$ cat config.mk
export PLATFORM = sky130hd
export DESIGN_NAME = uart_rx_flat
export DESIGN_NICKNAME = d
export VERILOG_FILES = /design/src/rtl/iohub_pkg.sv /design/src/rtl/uart_rx_if.sv /design/src/rtl/uart_baud_tick.sv /design/src/rtl/uart_rx.sv /design/src/flat_wrapper.sv
export SDC_FILE = /design/constraint.sdc
export NUM_CORES = 1
export LEC_CHECK = 0
export BUFFER_PORTS_ARGS = -buffer_cell sky130_fd_sc_hd__buf_2
export CORE_MARGIN = 5
export CORE_UTILIZATION = 35
export CTS_CLUSTER_DIAMETER = 120
export DETAILED_ROUTE_END_ITERATION = 7
export GPL_TIMING_DRIVEN = 0
export PLACE_DENSITY = 0.54
export SLEW_MARGIN = 0
export SYNTH_ARGS = -nofsm -noshare
export SYNTH_HDL_FRONTEND = slang
export SYNTH_SLANG_ARGS = --single-unit
$ cat constraint.sdc
create_clock -name clk_i -period 5.1 [get_ports clk_i]
set_input_delay 1.02 -clock clk_i [delete_from_list [all_inputs] [get_ports clk_i]]
set_output_delay 1.02 -clock clk_i [all_outputs]
set_load 0.01 [all_outputs]
$ cat src/rtl/iohub_pkg.sv
// Shared iohub definitions: UART receiver state encodings and oversampling constants.
// No logic; imported by the UART blocks.
package iohub_pkg;

    localparam logic [2:0] IDLE  = 3'd0;
    localparam logic [2:0] START = 3'd1;
    localparam logic [2:0] DATA  = 3'd2;
    localparam logic [2:0] STOP  = 3'd3;
    localparam logic [2:0] BRK   = 3'd4;

    typedef enum logic [2:0] {
        S_IDLE  = IDLE,
        S_START = START,
        S_DATA  = DATA,
        S_STOP  = STOP,
        S_BRK   = BRK
    } rx_state_t;

    localparam int OVERSAMPLE      = 16;
    localparam int MID_SAMPLE      = 7;
    localparam int CLK_DIV_DEFAULT = 27;

endpackage

$ cat src/rtl/uart_rx_if.sv
// Pad-side serial line plus received-byte strobes of the UART receiver.
// The slave modport is the receiver; master is the line driver / byte consumer.
interface uart_rx_if;
    logic       rx_i;
    logic [7:0] rx_byte;
    logic       received;
    logic       frame_err;
    logic       busy;

    modport master (output rx_i, input rx_byte, received, frame_err, busy);
    modport slave  (input rx_i, output rx_byte, received, frame_err, busy);
endinterface

$ cat src/rtl/uart_baud_tick.sv
// Oversample tick generator: one-cycle tick every CLK_DIV clocks, restartable via clr.
// Tick is combinational from the counter; clr takes effect on the next edge. No backpressure.
module uart_baud_tick #(
    parameter int CLK_DIV = 27
) (
    input  logic clk_i,
    input  logic rst_n_i,
    input  logic clr,
    output logic tick
);
    localparam int W = (CLK_DIV > 2) ? $clog2(CLK_DIV) : 1;
    localparam logic [W-1:0] LAST = W'(CLK_DIV - 1);

    logic [W-1:0] tick_cnt;

    always_ff @(posedge clk_i or negedge rst_n_i) begin
        if (!rst_n_i) begin
            tick_cnt <= '0;
        end else if (clr || tick_cnt == LAST) begin
            tick_cnt <= '0;
        end else begin
            tick_cnt <= tick_cnt + 1'b1;
        end
    end

    assign tick = (tick_cnt == LAST);

endmodule

$ cat src/rtl/uart_rx.sv
// 8N1 LSB-first UART receiver with 16x oversampling; byte + strobe at p+3+152*CLK_DIV.
// Strobes are single-cycle flop outputs; there is no backpressure, consumers must take them.
module uart_rx
    import iohub_pkg::*;
#(
    parameter int CLK_DIV = CLK_DIV_DEFAULT
) (
    input  logic       clk_i,
    input  logic       rst_n_i,
    uart_rx_if.slave   rx_if
);
    logic       rx_m, rx_s;
    logic       clr, tick;
    rx_state_t  state;
    logic [3:0] smp_cnt;
    logic [2:0] bit_cnt;
    logic [7:0] sh;
    logic [7:0] rx_byte_q;
    logic       received_q, frame_err_q, busy_q;

    always_ff @(posedge clk_i or negedge rst_n_i) begin
        if (!rst_n_i) begin
            rx_m <= 1'b1;
            rx_s <= 1'b1;
        end else begin
            rx_m <= rx_if.rx_i;
            rx_s <= rx_m;
        end
    end

    // Holding the divider in reset while idle aligns tick k to d + k*CLK_DIV.
    assign clr = (state == S_IDLE);

    uart_baud_tick #(.CLK_DIV(CLK_DIV)) u_tick (
        .clk_i   (clk_i),
        .rst_n_i (rst_n_i),
        .clr     (clr),
        .tick    (tick)
    );

    always_ff @(posedge clk_i or negedge rst_n_i) begin
        if (!rst_n_i) begin
            state       <= S_BRK;
            smp_cnt     <= '0;
            bit_cnt     <= '0;
            sh          <= '0;
            rx_byte_q   <= '0;
            received_q  <= 1'b0;
            frame_err_q <= 1'b0;
            busy_q      <= 1'b0;
        end else begin
            received_q  <= 1'b0;
            frame_err_q <= 1'b0;
            case (state)
                S_BRK: begin
                    if (rx_s) begin
                        state  <= S_IDLE;
                        busy_q <= 1'b0;
                    end
                end
                S_IDLE: begin
                    smp_cnt <= '0;
                    bit_cnt <= '0;
                    if (!rx_s) begin
                        state  <= S_START;
                        busy_q <= 1'b1;
                    end
                end
                S_START: begin
                    if (tick) begin
                        if (smp_cnt == 4'(MID_SAMPLE)) begin
                            smp_cnt <= '0;
                            if (!rx_s) begin
                                state <= S_DATA;
                            end else begin
                                state  <= S_IDLE;
                                busy_q <= 1'b0;
                            end
                        end else begin
                            smp_cnt <= smp_cnt + 1'b1;
                        end
                    end
                end
                S_DATA: begin
                    if (tick) begin
                        smp_cnt <= smp_cnt + 1'b1;
                        if (smp_cnt == 4'(OVERSAMPLE - 1)) begin
                            sh <= {rx_s, sh[7:1]};
                            if (bit_cnt == 3'd7) begin
                                state <= S_STOP;
                            end else begin
                                bit_cnt <= bit_cnt + 1'b1;
                            end
                        end
                    end
                end
                S_STOP: begin
                    if (tick) begin
                        smp_cnt <= smp_cnt + 1'b1;
                        if (smp_cnt == 4'(OVERSAMPLE - 1)) begin
                            if (rx_s) begin
                                rx_byte_q  <= sh;
                                received_q <= 1'b1;
                                state      <= S_IDLE;
                                busy_q     <= 1'b0;
                            end else begin
                                // Line still low: stay out of IDLE until it returns high.
                                frame_err_q <= 1'b1;
                                state       <= S_BRK;
                            end
                        end
                    end
                end
                default: begin
                    state  <= S_BRK;
                    busy_q <= 1'b1;
                end
            endcase
        end
    end

    assign rx_if.rx_byte   = rx_byte_q;
    assign rx_if.received  = received_q;
    assign rx_if.frame_err = frame_err_q;
    assign rx_if.busy      = busy_q;

endmodule

$ cat src/flat_wrapper.sv
// flat-port wrapper written by rule: the top's interface ports become plain ports
module uart_rx_flat import iohub_pkg::*;
#(
    parameter int CLK_DIV = CLK_DIV_DEFAULT
)
  (clk_i, rst_n_i, rx_if_rx_i, rx_if_rx_byte, rx_if_received, rx_if_frame_err, rx_if_busy);
  uart_rx_if rx_if_i ();
  input  logic clk_i;
  input  logic rst_n_i;
  input wire logic [$bits(rx_if_i.rx_i)-1:0] rx_if_rx_i;
  output wire logic [$bits(rx_if_i.rx_byte)-1:0] rx_if_rx_byte;
  output wire logic [$bits(rx_if_i.received)-1:0] rx_if_received;
  output wire logic [$bits(rx_if_i.frame_err)-1:0] rx_if_frame_err;
  output wire logic [$bits(rx_if_i.busy)-1:0] rx_if_busy;
  assign rx_if_i.rx_i = rx_if_rx_i;
  assign rx_if_rx_byte = rx_if_i.rx_byte;
  assign rx_if_received = rx_if_i.received;
  assign rx_if_frame_err = rx_if_i.frame_err;
  assign rx_if_busy = rx_if_i.busy;
  uart_rx #(.CLK_DIV(CLK_DIV)) u_core (.clk_i(clk_i), .rst_n_i(rst_n_i), .rx_if(rx_if_i));
endmodule
==> flow_metrics.tcl, run 1 <==
set metrics [dict create \
    outcome "finished clean" \
    core.rowCount 25 \
    synth-compound-area-share_pct 10.7 \
    fin_nets 181 \
    synth-edff-count 0 \
    drt-vias-per-instance 5.17 \
    grt_pass1_wl_um 6040 \
    fin_ws_ns 2.98 \
    cts_root_buf "clkbuf_8" \
    grt_use_total_pct 12.1 \
    num_vias 1241 \
    synth.distinct_cells 39 \
    synth_xor_area_share_pct 2.04 \
    fmax_ghz 0.472 \
    yosys.area_share.adder_pct 3.64 \
    async_flop_share_pct 100 \
    crit_arrival_ns 2.28 \
    ant_nets 0 \
    yosysSeqAreaShare_pct 52.6 \
    hold_class "flop to flop" \
    antenna_cells 0 \
    fin_cells 240 \
    cp-start-kind "flop" \
    power.leakage_nw 0.893 \
    rsz0062_at_grt "false" \
    top_level_ports 14 \
    cts_buffers 5 \
    postCtsSetupBuffers 0 \
    fin_skew_ns 0.00506 \
    gp_congestion 0.880 \
    slew_headroom_pct 47.3 \
    avgSynthCellArea_um2 11.2 \
    worstRegToRegCells 6 \
    syn_nets 161 \
    place_inst 233 \
    synth-simple-area-share_pct 17.2 \
    h-tree-depth 2 \
    hold_depth 0 \
    tns_ns 0 \
    crit_required_ns 5.26 \
    yosys_most_used_dff "dfrtp_1" \
    drive_gt1_share_pct 26.0 \
    syn_area_mm2 0.00172 \
    start_util_pct 36.2 \
    post-route-period-util_pct 41.5 \
    core_area_mm2 0.00475 \
    critPathKind "flop to flop" \
    drc 0 \
    wl_per_cell_um 14.3 \
    path_max_fanout 8 \
    ys_ff_latch 36 \
    setup_viol 0 \
    die_area_mm2 0.00642 \
    maxCapViolCount 0 \
    grt_overflow_total 0 \
    cts_tree "built" \
    vdd.ir_drop.worst_mv 0.142 \
    dp_slack_ns 2.98 \
    p_per_area_mw_per_mm2 246 \
    die_y_um 80.1 \
    crit_path_end_kind "flop" \
    holdBufCountCts 0 \
    clkLatencyLatePin_ns 0.28 \
    report.final.slew_viol_count 0 \
    crit_chain "inv_1 -> ha_1 -> nand4b_4 -> or2_4 -> nor3_4 -> mux2_2" \
    cts_max_path_buffers 2 \
    fin_area_mm2 0.00195 \
    grt_pass1_vias 1285 \
    grt_start_max_net_pins 37 \
    yosysWarnings 0 \
    ctsResizeCount 0 \
    drt_iter0_markers 83 \
    cpPeakStageDelay_ns 0.41 \
    synthMuxAreaShare_pct 10.5 \
    dp.final_hpwl_um 2540 \
    drt-total-wl_um 3430 \
    dieWidth_um 80.1 \
    hold_violations 0 \
    area_growth_pct 13.2 \
    placed_area_mm2 0.00187 \
    finalCriticalPeriod_ns 2.12 \
    clock_sinks 36 \
    cpMaxStageDelayCell "dfrtp_1" \
    antenna_found_initial 0 \
    clk_pin_slew_ns 0.07 \
    worstMarginPinSlew_ns 0.790 \
    first_pass_iters 4 \
    io_buffers 13 \
    synth_top_family_by_area "simple AND/OR/NAND/NOR gates" \
    synthCells 153 \
]
layout make-up:
type / instances / area (µm²)
well taps: 67 / 83.8
plain buffers: 9 / 42.5
repair buffers: 13 / 65.1
flip-flops and latches: 36 / 905
fillers: 492 / 2810
clock buffers: 6 / 72.6
clock inverters: 1 / 5.00
inverters: 4 / 15.0
multi-input cells: 104 / 758
cells in the mapped netlist, types with 2 or more instances:
master / instances / area, µm²
dfrtp_1: 33 / 826
mux2_2: 16 / 180
nand3_1: 11 / 55.1
nor2_1: 11 / 41.3
nand2_1: 10 / 37.5
o21ai_0: 9 / 45.0
ha_1: 5 / 62.6
clkbuf_1: 4 / 15.0
inv_1: 4 / 15.0
nor3_1: 4 / 20.0
a21oi_1: 3 / 15.0
dfstp_2: 3 / 78.8
o211ai_1: 3 / 22.5
a2111oi_0: 2 / 17.5
a32o_1: 2 / 20.0
and2_1: 2 / 12.5
buf_1: 2 / 7.51
buf_4: 2 / 15.0
nand3b_1: 2 / 15.0
nor2b_1: 2 / 12.5
o21bai_1: 2 / 15.0
o41ai_1: 2 / 17.5
xnor2_1: 2 / 17.5
xor2_1: 2 / 17.5
cells in the final DEF, fill, tap and decap left out, types with 3 or more instances in the layout:
cell,instances
a21oi_1,3
ha_1,5
mux2_2,16
dfrtp_1,33
nor2_1,11
nor3_1,4
inv_1,4
dfstp_2,3
buf_2,14
clkbuf_8,5
nand3_1,11
nand2_1,10
clkbuf_1,5
o211ai_1,3
o21ai_0,9
power breakdown:
part | switching, W | internal (W)
clock network | 0.0000916 | 0.0000927
registers | 0.000000185 | 0.000287
logic | 0.00000700 | 0.00000103
total | 0.0000988 | 0.000381
state kept, by name (all words and copies together), names as in the netlist:
register,count
u_core.bit_cnt,3
u_core.rx_if.busy,1
u_core.rx_if.frame_err,1
u_core.rx_if.received,1
u_core.rx_if.rx_byte,8
u_core.rx_m,1
u_core.rx_s,1
u_core.sh,8
u_core.smp_cnt,4
u_core.state,3
u_core.u_tick.tick_cnt,5
final timing paths:
path	start	to	slack, ns
worst max-delay path	u_core.u_tick.tick_cnt[0]	u_core.rx_if.rx_byte[2]	2.98
max in group asynchronous	rst_n_i	u_core.rx_if.received	3.78
worst max register to register	u_core.u_tick.tick_cnt[0]	u_core.rx_if.rx_byte[2]	2.98
min in group asynchronous	rst_n_i	u_core.smp_cnt[0]	0.82
worst min register to register	u_core.rx_m	u_core.rx_s	0.36
worst min-delay path	u_core.rx_m	u_core.rx_s	0.36
kinds of logic (layout without fill, tap and decap cells):
logic type,Yosys count,after routing
and+or+nand+nor,52,52
AOI/OAI and AO/OA,27,27
DFF,36,36
buffers and inverters,13,33
muxes,16,16
adders and majority gates,5,5
xor gates and xnor gates,4,4
through the flow:
stage / power [W] / util (%) / hold WS, ns
3_3_place_gp: 0.000301 / 39.3 / 0.345
6_report: 0.000480 / 40.9 / 0.359
5_1_grt: 0.000502 / 40.9 / 0.361
4_1_cts: 0.000488 / 40.9 / 0.359
3_5_place_dp: 0.000301 / 39.3 / 0.349
2_1_floorplan: 0.000294 / - / 0.345
routing by layer:
| layer | wire length [µm] | track usage, % | up-vias |
|---|---|---|---|
| met2 | 1730 | 19.5 | 29 |
| met4 | 29 | 4.05 | 0 |
| met3 | 175 | 3.81 | 5 |
| met5 | 0 | 0 | - |
| li1 | - | - | 587 |
| met1 | 1490 | 15.3 | 620 |
critical path: cells and delay by family, from the launching register on:
kind	cells	cell delay, ns
flops	1	0.41
fa+ha+maj	1	0.21
simple gates	3	0.90
mux	1	0.40
buf+inv	1	0.08
No activity file was read; power rests on OpenSTA's default activity.
==> run 2, diff against run 1 <==
clock period = 1.97 ns   (was 5.1 ns; I/O delays follow)
==> run 2 against run 1 <==
Via count rose by 0.16%. Count of clock-buffer cells in the layout did not move. Sequential share of layout area shrank 1.2 points. Design area up 2.9%. Core utilization increased by 1.2 points. Combinational power up 120%.
==> flow_metrics.tcl, run 2 (synthesis results as in run 1) <==
set metrics [dict create \
    path_max_fanout 10 \
    grt_util_met1_pct 15.1 \
    grt_start_max_net_pins 37 \
    seq_area_um2 906 \
    core_area_mm2 0.00475 \
    drc 0 \
    cts_buffers 5 \
    dieWidth_um 80.1 \
    outcome "finished clean" \
    fmax_ghz 0.525 \
    cts_tree "built" \
    die_area_mm2 0.00642 \
    regToRegStartpoint "u_core.state[2]" \
    maxCapViolCount 0 \
    grt_pass1_vias 1291 \
    area_growth_pct 16.4 \
    grt_pass1_wl_um 6040 \
    ant_nets 0 \
    hold_class "input port to async pin" \
    antenna_found_initial 0 \
    crit_required_ns 2.13 \
    finalPower_w 0.00124 \
    setup_viol 0 \
    worstRegToRegCells 6 \
    worst_r2r_endpoint "u_core.state[0]" \
    busiest_layer "met2" \
    nFillCells 485 \
    cts_max_path_buffers 2 \
    finalCriticalPeriod_ns 1.91 \
    core.rowCount 25 \
    first_pass_iters 4 \
    clock_sinks 36 \
    place_inst 233 \
    crit_path_end_kind "flop" \
    die_y_um 80.1 \
    num_vias 1243 \
    fin_area_mm2 0.00200 \
    drt-total-wl_um 3480 \
    power.leakage_nw 0.908 \
    multiInputGateArea_um2 787 \
    dp.final_hpwl_um 2540 \
    antenna_cells 0 \
    cts_root_buf "clkbuf_8" \
    gp_congestion 0.880 \
    drt-vias-per-instance 5.14 \
    top_level_ports 14 \
    worstSetupStartpoint "u_core.state[2]" \
    wl_per_cell_um 14.4 \
    io_buffers 13 \
    mostFrequentLayoutCells "dfrtp_1 (32), mux2_2 (16), buf_2 (14)" \
    holdBufCountCts 0 \
    placed_area_mm2 0.00187 \
    start_util_pct 36.2 \
    tns_ns 0 \
    worstMarginPinSlew_ns 0.791 \
    fin_nets 183 \
    cp-start-kind "flop" \
    clkLatencyLatePin_ns 0.28 \
    crit_arrival_ns 2.07 \
    rrSetupSlack_ns 0.06 \
    rsz0062_at_grt "false" \
    drive_gt1_share_pct 30.9 \
    post-route-period-util_pct 96.7 \
    drt_iter0_markers 85 \
    critPathKind "flop to flop" \
    report.final.slew_viol_count 0 \
    h-tree-depth 2 \
    grt_overflow_total 0 \
    p_per_area_mw_per_mm2 621 \
    clk_pin_slew_ns 0.07 \
    slew_headroom_pct 47.2 \
    fin_skew_ns 0.00562 \
    final_common_cell "dfrtp_1" \
    grtUsageMet2_pct 19.7 \
    use_met3_pct 3.81 \
    grt_use_total_pct 12.1 \
    hold_violations 0 \
    fin_cells 242 \
    vdd.ir_drop.worst_mv 0.372 \
]
[run 2: cell types whose count changed in the layout (fill, tap and decap cells not counted), sizes merged]
cell  before  now
buf       18   20
[run 2: report_power, final]
group	switching, W	leakage [nW]	internal, W	total, W
sequential	0.00000299	0.462	0.000743	0.000746
combinational	0.0000157	0.405	0.00000227	0.0000179
clock	0.000239	0.0410	0.000240	0.000479
total	0.000258	0.908	0.000985	0.00124
[run 2: area by class of cell]
cell class | instances | share of cell area [%]
clock inverter | 1 | 0.250
sequential | 36 | 45.2
clock buffer | 6 | 3.62
tap | 67 | 4.18
timing repair buffer | 16 | 4.56
buffer | 8 | 2.12
multi-input combinational | 104 | 39.3
inverter | 4 | 0.750
[run 2: per-layer routing]
layer | share of wire [%] | wire, µm | vias up
li1 | - | - | 592
met2 | 51 | 1770 | 25
met4 | 0.80 | 28 | 0
met5 | 0 | 0 | -
met3 | 4.7 | 165 | 5
met1 | 44 | 1520 | 621
[run 2: worst max-delay path by stage]
| stage | endpoint | slack (ns) |
|---|---|---|
| 2_1_floorplan | u_core.rx_if.rx_byte[0] | 0.12 |
| 3_3_place_gp | u_core.rx_if.rx_byte[6] | -0.12 |
| 3_5_place_dp | u_core.rx_if.rx_byte[2] | -0.15 |
| 4_1_cts | u_core.state[0] | 0.02 |
| 5_1_grt | u_core.state[0] | 0.001 |
| 6_report | u_core.state[0] | 0.06 |
[run 2: repair_timing]
| action | CTS | global route |
|---|---|---|
| pin swaps | 1 | 1 |
| buffers inserted | 2 | 1 |
| endpoints found under the hold margin | 0 | 0 |
| endpoints found under the setup margin | 9 | 18 |
| resized for setup | 1 | 9 |
[run 2: through the flow]
stage | worst slack (ns) | hold WS, ns | utilization (%)
finish | 0.0650 | 0.192 | 42.1
global route | 0.00112 | 0.196 | 42.1
CTS | 0.0239 | 0.196 | 41.3
detailed placement | -0.150 | 0.349 | 39.3
global placement | -0.118 | 0.345 | 39.3
floorplan | 0.120 | 0.0984 | -
[run 2: worst max-delay path, stage by stage (launching register included)]
cell     delay [ns]
dfstp_2        0.53
buf_6          0.13
nor2b_2        0.07
and3b_2        0.19
buf_2          0.15
or4_1          0.48
a32o_1         0.22
